## src/rtl/volatility_pkg.sv

```systemverilog
// Shared constants and types for the per-stock
// volatility buffer read and write controllers.
package volatility_pkg;

  localparam int NUM_STOCKS  = 4;
  localparam int BUFFER_SIZE = 20;
  localparam int DATA_WIDTH  = 32;
  localparam int ADDR_W      =
    $clog2(NUM_STOCKS * BUFFER_SIZE);
  localparam int SID_W       = $clog2(NUM_STOCKS);

  typedef logic [SID_W-1:0]  stock_id_t;
  typedef logic [ADDR_W-1:0] addr_t;

  typedef enum logic [1:0] {
    IDLE,
    READ,
    DRAIN
  } rd_state_t;

endpackage

```

## src/rtl/volatility_wr_tracker.sv

```systemverilog
// Mirrors the writer's per-stock write pointer and
// fill level; reports oldest slot for one stock.
module volatility_wr_tracker #(
  parameter  int NUM_STOCKS  = 4,
  parameter  int BUFFER_SIZE = 20,
  localparam int SW = $clog2(NUM_STOCKS),
  localparam int IW = $clog2(BUFFER_SIZE),
  localparam int CW = $clog2(BUFFER_SIZE + 1)
) (
  input  logic          i_clk,
  input  logic          i_reset_n,
  input  logic          i_wr_valid,
  input  logic [SW-1:0] i_wr_stock_id,
  input  logic [SW-1:0] i_q_stock_id,
  output logic [IW-1:0] o_q_oldest,
  output logic [CW-1:0] o_q_fill
);

  logic [IW-1:0] wr_ptr_q [NUM_STOCKS];
  logic [IW-1:0] wr_ptr_d [NUM_STOCKS];
  logic [CW-1:0] fill_q   [NUM_STOCKS];
  logic [CW-1:0] fill_d   [NUM_STOCKS];

  // advance pointer (wrapping) and saturate fill
  always_comb begin
    wr_ptr_d = wr_ptr_q;
    fill_d   = fill_q;
    if (i_wr_valid) begin
      if (wr_ptr_q[i_wr_stock_id] ==
          IW'(BUFFER_SIZE - 1))
        wr_ptr_d[i_wr_stock_id] = '0;
      else
        wr_ptr_d[i_wr_stock_id] =
          wr_ptr_q[i_wr_stock_id] + IW'(1);
      if (fill_q[i_wr_stock_id] !=
          CW'(BUFFER_SIZE))
        fill_d[i_wr_stock_id] =
          fill_q[i_wr_stock_id] + CW'(1);
    end
  end

  // tracking state register
  always_ff @(posedge i_clk) begin
    if (!i_reset_n) begin
      for (int s = 0; s < NUM_STOCKS; s++) begin
        wr_ptr_q[s] <= '0;
        fill_q[s]   <= '0;
      end
    end else begin
      wr_ptr_q <= wr_ptr_d;
      fill_q   <= fill_d;
    end
  end

  // oldest slot: 0 until the region has wrapped
  always_comb begin
    o_q_fill   = fill_q[i_q_stock_id];
    o_q_oldest = '0;
    if (fill_q[i_q_stock_id] == CW'(BUFFER_SIZE))
      o_q_oldest = wr_ptr_q[i_q_stock_id];
  end

endmodule

```

## src/rtl/volatility_rd_ctrl.sv

```systemverilog
// Read-side controller: walks one stock's region
// oldest-to-newest and streams samples out.
module volatility_rd_ctrl #(
  parameter  int NUM_STOCKS  = 4,
  parameter  int BUFFER_SIZE = 20,
  parameter  int DATA_WIDTH  = 32,
  localparam int ADDR_W =
    $clog2(NUM_STOCKS * BUFFER_SIZE),
  localparam int SW = $clog2(NUM_STOCKS),
  localparam int IW = $clog2(BUFFER_SIZE),
  localparam int CW = $clog2(BUFFER_SIZE + 1)
) (
  input  logic                  i_clk,
  input  logic                  i_reset_n,
  input  logic                  i_wr_valid,
  input  logic [SW-1:0]         i_wr_stock_id,
  input  logic                  i_rd_req,
  input  logic [SW-1:0]         i_rd_stock_id,
  output logic                  o_rd_ready,
  output logic                  o_mem_rd_en,
  output logic [ADDR_W-1:0]     o_mem_addr,
  input  logic [DATA_WIDTH-1:0] i_mem_rdata,
  output logic [DATA_WIDTH-1:0] o_sample,
  output logic                  o_sample_valid,
  output logic                  o_sample_last,
  output logic [CW-1:0]         o_count,
  output logic                  o_done
);

  import volatility_pkg::*;

  function automatic logic [IW-1:0] inc_wrap(
    input logic [IW-1:0] i
  );
    logic [IW:0] s;
    s = {1'b0, i} + (IW+1)'(1);
    if (s >= (IW+1)'(BUFFER_SIZE))
      s = s - (IW+1)'(BUFFER_SIZE);
    return s[IW-1:0];
  endfunction

  logic [IW-1:0] trk_oldest;
  logic [CW-1:0] trk_fill;

  volatility_wr_tracker #(
    .NUM_STOCKS  (NUM_STOCKS),
    .BUFFER_SIZE (BUFFER_SIZE)
  ) u_trk (
    .i_clk         (i_clk),
    .i_reset_n     (i_reset_n),
    .i_wr_valid    (i_wr_valid),
    .i_wr_stock_id (i_wr_stock_id),
    .i_q_stock_id  (i_rd_stock_id),
    .o_q_oldest    (trk_oldest),
    .o_q_fill      (trk_fill)
  );

  rd_state_t     state_q, state_d;
  logic [ADDR_W-1:0] base_q, base_d;
  logic [ADDR_W-1:0] addr_q, addr_d;
  logic [IW-1:0] idx_q, idx_d;
  logic [CW-1:0] rem_q, rem_d;
  logic [CW-1:0] count_q, count_d;
  logic          rd_en_q, rd_en_d;
  logic          vld_q, vld_d;
  logic          last_q, last_d;
  logic          empty_q, empty_d;

  logic          same_wr;
  logic          full;
  logic [CW-1:0] acc_n;
  logic [IW-1:0] acc_start;
  logic [ADDR_W-1:0] acc_base;

  // window snapshot, folding in a same-cycle write
  always_comb begin
    same_wr   = i_wr_valid &&
                (i_wr_stock_id == i_rd_stock_id);
    full      = (trk_fill == CW'(BUFFER_SIZE));
    acc_n     = trk_fill;
    acc_start = trk_oldest;
    if (same_wr && !full)
      acc_n = trk_fill + CW'(1);
    if (same_wr && full)
      acc_start = inc_wrap(trk_oldest);
    acc_base  = ADDR_W'(i_rd_stock_id) *
                ADDR_W'(BUFFER_SIZE);
  end

  // FSM next state, address walk, framing
  always_comb begin
    state_d = state_q;
    base_d  = base_q;
    addr_d  = addr_q;
    idx_d   = idx_q;
    rem_d   = rem_q;
    count_d = count_q;
    rd_en_d = 1'b0;
    vld_d   = rd_en_q;
    last_d  = 1'b0;
    empty_d = 1'b0;
    unique case (state_q)
      IDLE: begin
        if (i_rd_req) begin
          count_d = acc_n;
          if (acc_n == '0) begin
            empty_d = 1'b1;
          end else begin
            state_d = READ;
            base_d  = acc_base;
            addr_d  = acc_base + ADDR_W'(acc_start);
            idx_d   = inc_wrap(acc_start);
            rem_d   = acc_n - CW'(1);
            rd_en_d = 1'b1;
          end
        end
      end
      READ: begin
        if (rem_q == '0) begin
          state_d = DRAIN;
          last_d  = 1'b1;
        end else begin
          rd_en_d = 1'b1;
          addr_d  = base_q + ADDR_W'(idx_q);
          idx_d   = inc_wrap(idx_q);
          rem_d   = rem_q - CW'(1);
        end
      end
      DRAIN: state_d = IDLE;
      default: state_d = IDLE;
    endcase
  end

  // controller state register
  always_ff @(posedge i_clk) begin
    if (!i_reset_n) begin
      state_q <= IDLE;
      base_q  <= '0;
      addr_q  <= '0;
      idx_q   <= '0;
      rem_q   <= '0;
      count_q <= '0;
      rd_en_q <= 1'b0;
      vld_q   <= 1'b0;
      last_q  <= 1'b0;
      empty_q <= 1'b0;
    end else begin
      state_q <= state_d;
      base_q  <= base_d;
      addr_q  <= addr_d;
      idx_q   <= idx_d;
      rem_q   <= rem_d;
      count_q <= count_d;
      rd_en_q <= rd_en_d;
      vld_q   <= vld_d;
      last_q  <= last_d;
      empty_q <= empty_d;
    end
  end

  // RAM data lands one cycle after the strobe
  always_comb begin
    o_rd_ready     = (state_q == IDLE);
    o_mem_rd_en    = rd_en_q;
    o_mem_addr     = addr_q;
    o_sample_valid = vld_q;
    o_sample       = vld_q ? i_mem_rdata : '0;
    o_sample_last  = last_q;
    o_done         = last_q | empty_q;
    o_count        = count_q;
  end

endmodule

```

## config.mk

```make
export PLATFORM = sky130hd
export DESIGN_NAME = volatility_rd_ctrl
export DESIGN_NICKNAME = d
export VERILOG_FILES = /design/src/rtl/volatility_pkg.sv /design/src/rtl/volatility_wr_tracker.sv /design/src/rtl/volatility_rd_ctrl.sv
export SDC_FILE = /design/constraint.sdc
export NUM_CORES = 1
export LEC_CHECK = 0
export CORE_UTILIZATION = 48
export CTS_CLUSTER_DIAMETER = 50
export DETAILED_ROUTE_END_ITERATION = 12
export PLACE_DENSITY = 0.77
export SYNTH_ARGS = -nofsm -noshare
export SYNTH_HDL_FRONTEND = slang
export SYNTH_SLANG_ARGS = --single-unit
```

## constraint.sdc

```tcl
create_clock -name i_clk -period 6.5 [get_ports i_clk]
set_input_delay 1.3 -clock i_clk [delete_from_list [all_inputs] [get_ports i_clk]]
set_output_delay 1.3 -clock i_clk [all_outputs]
set_load 0.01 [all_outputs]
```

==> results.cfg <==
[status]
status = completed

[synthesis]
synth_compound_area_share_pct = 19.8
synthTopCellsByCount = nand2_1 (74), dfxtp_1 (70), and2_1 (49)
synth_fa_ha_area_share_pct = 6.93
async_reset_ff_share_pct = 0
ys_ff_latch = 70
synth_top_flop_cell = dfxtp_1
syn_nets = 620
synth_top_family_by_area = simple AND/OR/NAND/NOR gates
yosys.area_share.xor_xnor_pct = 4.46
seq_area_frac_synth_pct = 28.5
syn_area_per_cell_sq_um = 8.86
synth_enable_flop_cells = 0
ys.warnings.count = 0
yosysTopAreaCellShare_pct = 28.5
synthCells = 554
synth_most_common_cell = nand2_1
synth_area_leader_cell = dfxtp_1
ys_top_cells_by_area = dfxtp_1 (29%), mux4_2 (9.2%), o211a_1 (6.9%)
synthSimpleGateAreaFrac_pct = 23.7
synth_cell_types = 64
synthMuxAreaShare_pct = 11.9
syn-cell-area_sq_mm = 0.00491

[power]
p_comb_share_pct = 29.1
p_switching_w = 0.000388
ir_worst_vdd_mv = 0.175
switching_share_pct = 33.1
p_leak_nw = 2.78
seqPwrFrac_pct = 43.1
clockPowerShare_pct = 27.8
p_per_area_mw_per_mm2 = 187
internal_power_w = 0.000786

[critical_path]
crit_chain = dlymetal6s2s_1 -> mux4_2 -> inv_1 -> ha_1 -> and4b_1 -> and2_1 -> ha_1 -> xor2_1 -> inv_1 -> ha_1 -> a21boi_2 -> nor2b_4 -> o21a_4 -> o31a_1 -> or4_4 -> a21o_1 -> nor2_1 -> xnor2_1 -> ha_1 -> nand2_1 -> buf_4 -> or4_4 -> o211ai_2 -> a41o_1
cp_slowest_cell = mux4_2
critPathLaunchType = primary input
worstPathArrival_ns = 6.27
max_stage_delay_ns = 0.56
critPathCaptureType = flip-flop
rr_worst_depth = 23
cpMostUsedCell = ha_1
crit_type = in -> reg
crit_fanout = 4
cp.required_ns = 6.81

[place]
place_area_sq_mm = 0.00608
gp_congestion = 0.912
io_buffers = 88
dp_hpwl_microns = 9030

[cts]
hold_buffers = 0
htreeDepth = 3
path_clk_slew_ns = 0.09
numCtsBuffers = 9
root_buffer = clkbuf_8
clk_latency_ns = 0.36
cts_tree = yes
cts.sinks = 70
cts_buffer_depth = 2

[routing]
dr.pass1.iters = 5
viasPerCell = 5.69
initialDrtViolationCount = 242
drt_wl_total_microns = 12000
vias = 4519
postRouteAntennaNets = 0
drc = 0
wl_per_cell_microns = 15.1

[finish]
drive_above_1_share_pct = 14.7
fill_cells = 813
fin_util_pct = 63.6
antennaDiodeCount = 0
final_nets = 722
fin_area_sq_mm = 0.00627
area_growth_pct = 27.8

[flow_run]
cap_violations = 0

[timing]
maxSlewHeadroom_pct = 35.7
fin_crit_sh_pct = 91.7
final_max_slew_viol_count = 0
fmax_mhz = 168
finalHoldViolCount = 0
rsz0062_at_grt = false
worstMarginPinSlew_ns = 0.964
finClkSkew_ns = 0.0140
finalCriticalPeriod_ns = 5.96
setup_violations = 0
setup_tns_ns = 0

[global_route]
grt_overflow_total = 0
grt_pass1_vias = 4282
grt_max_degree = 73
track_usage_pct = 23.4
grt_antenna_before_repair = 0
grt_pass1_wl_microns = 19200

[floorplan]
core_area_sq_mm = 0.00986
initial_utilization_pct = 49.8
die_w_microns = 103
num_io_pins = 89
die_y_microns = 103
dieArea_sq_mm = 0.0106
rows = 36

[min_path]
hold_depth = 1
min_path_type = reg -> reg
## path summary, 6_finish.rpt
check,startpoint,end,slack [ns]
hold reg to reg,o_mem_rd_en,o_sample_valid,0.47
setup / recovery,i_rd_stock_id[0],idx_q[2],0.54
setup reg to reg,u_trk.fill_q[1],idx_q[2],1.36
hold / removal,o_mem_rd_en,o_sample_valid,0.47
## power by group through the flow
stage | sequential [W] | clock (W) | combinational, W
floorplan | 0.000509 | 0 | 0.000222
global placement | 0.000512 | 0 | 0.000331
detailed placement | 0.000515 | 0 | 0.000342
CTS | 0.000505 | 0.000334 | 0.000342
global route | 0.000511 | 0.000352 | 0.000378
finish | 0.000506 | 0.000327 | 0.000342
## timing repair
| item | 4_1_cts | 5_1_grt |
|---|---|---|
| buffers inserted | 0 | 0 |
| gates resized for setup | 0 | 4 |
| setup endpoints to repair | 0 | 2 |
## area by class of cell
| cell class | count | area (sq um) | area share (%) |
|---|---|---|---|
| clock buffer | 9 | 124 | 1.97 |
| tap | 133 | 166 | 2.65 |
| sequential | 70 | 1400 | 22.3 |
| timing repair buffer | 124 | 1150 | 18.3 |
| inverter | 22 | 82.6 | 1.32 |
| clock inverter | 7 | 55.1 | 0.877 |
| multi-input combinational | 429 | 3290 | 52.5 |
## placed cells by master (no fill, tap or decap), drive strengths merged, types with 3 or more instances in the layout
master | Yosys | final
mux4 | 20 | 20
nor3 | 5 | 5
o21ai | 20 | 20
dfxtp | 70 | 70
a21boi | 5 | 5
buf | 7 | 37
a21oi | 16 | 16
and3 | 6 | 6
o211ai | 5 | 5
or2 | 3 | 3
nor3b | 4 | 4
or4 | 3 | 3
nand2b | 3 | 3
nor4 | 6 | 6
o21a | 4 | 4
nand3 | 16 | 16
a31oi | 3 | 3
clkdlybuf4s50 | 0 | 85
nand2 | 74 | 74
ha | 24 | 24
clkbuf | 26 | 9
inv | 22 | 25
and2 | 49 | 49
o211a | 34 | 34
mux2i | 11 | 11
a21o | 5 | 5
xor2 | 9 | 9
a211oi | 4 | 4
o22ai | 3 | 3
xnor2 | 16 | 16
nor2b | 15 | 15
a31o | 4 | 4
nor2 | 29 | 29
## metal layers
metal / vias to the layer above / GRT usage, % / share of wire (%)
met4: 0 / 10.8 / 1.7
met5: - / 0 / 0
met1: 2146 / 27.6 / 43
met2: 161 / 41.4 / 49
met3: 23 / 4.14 / 6.3
li1: 2189 / - / -
## cells by family after synthesis
| kind of cell | after synthesis |
|---|---|
| muxes | 33 |
| adders and majority gates | 26 |
| AOI/OAI and AO/OA | 121 |
| and+or+nand+nor | 224 |
| DFF | 70 |
| buffers and inverters | 55 |
| xor gates and xnor gates | 25 |
## sequential cells by signal, summed over array words and instances, names as in the netlist
name / flops
u_trk.fill_q: 20
u_trk.wr_ptr_q: 20
o_mem_addr: 7
idx_q: 5
o_count: 5
rem_q: 5
base_q: 2
state_q: 2
empty_q: 1
o_mem_rd_en: 1
o_sample_last: 1
o_sample_valid: 1
## per-stage QoR
stage / worst slack (ns) / power (W) / hold slack, ns / cells
5_1_grt: 0.154 / 0.00124 / 0.503 / 794
2_1_floorplan: 0.0523 / 0.000731 / 0.450 / 554
3_5_place_dp: -0.246 / 0.000857 / 0.453 / 778
6_report: 0.541 / 0.00117 / 0.470 / 794
4_1_cts: 0.135 / 0.00118 / 0.479 / 794
3_3_place_gp: -0.0384 / 0.000843 / 0.445 / 778
## critical path, delay by kind of cell
family,cells,cell delay [ns]
xor+xnor,2,0.36
compound gates,6,1.11
simple gates,7,1.68
buf+inv,4,0.50
fa+ha+maj,4,0.77
mux,1,0.56
(Power assumes the default switching activity.)
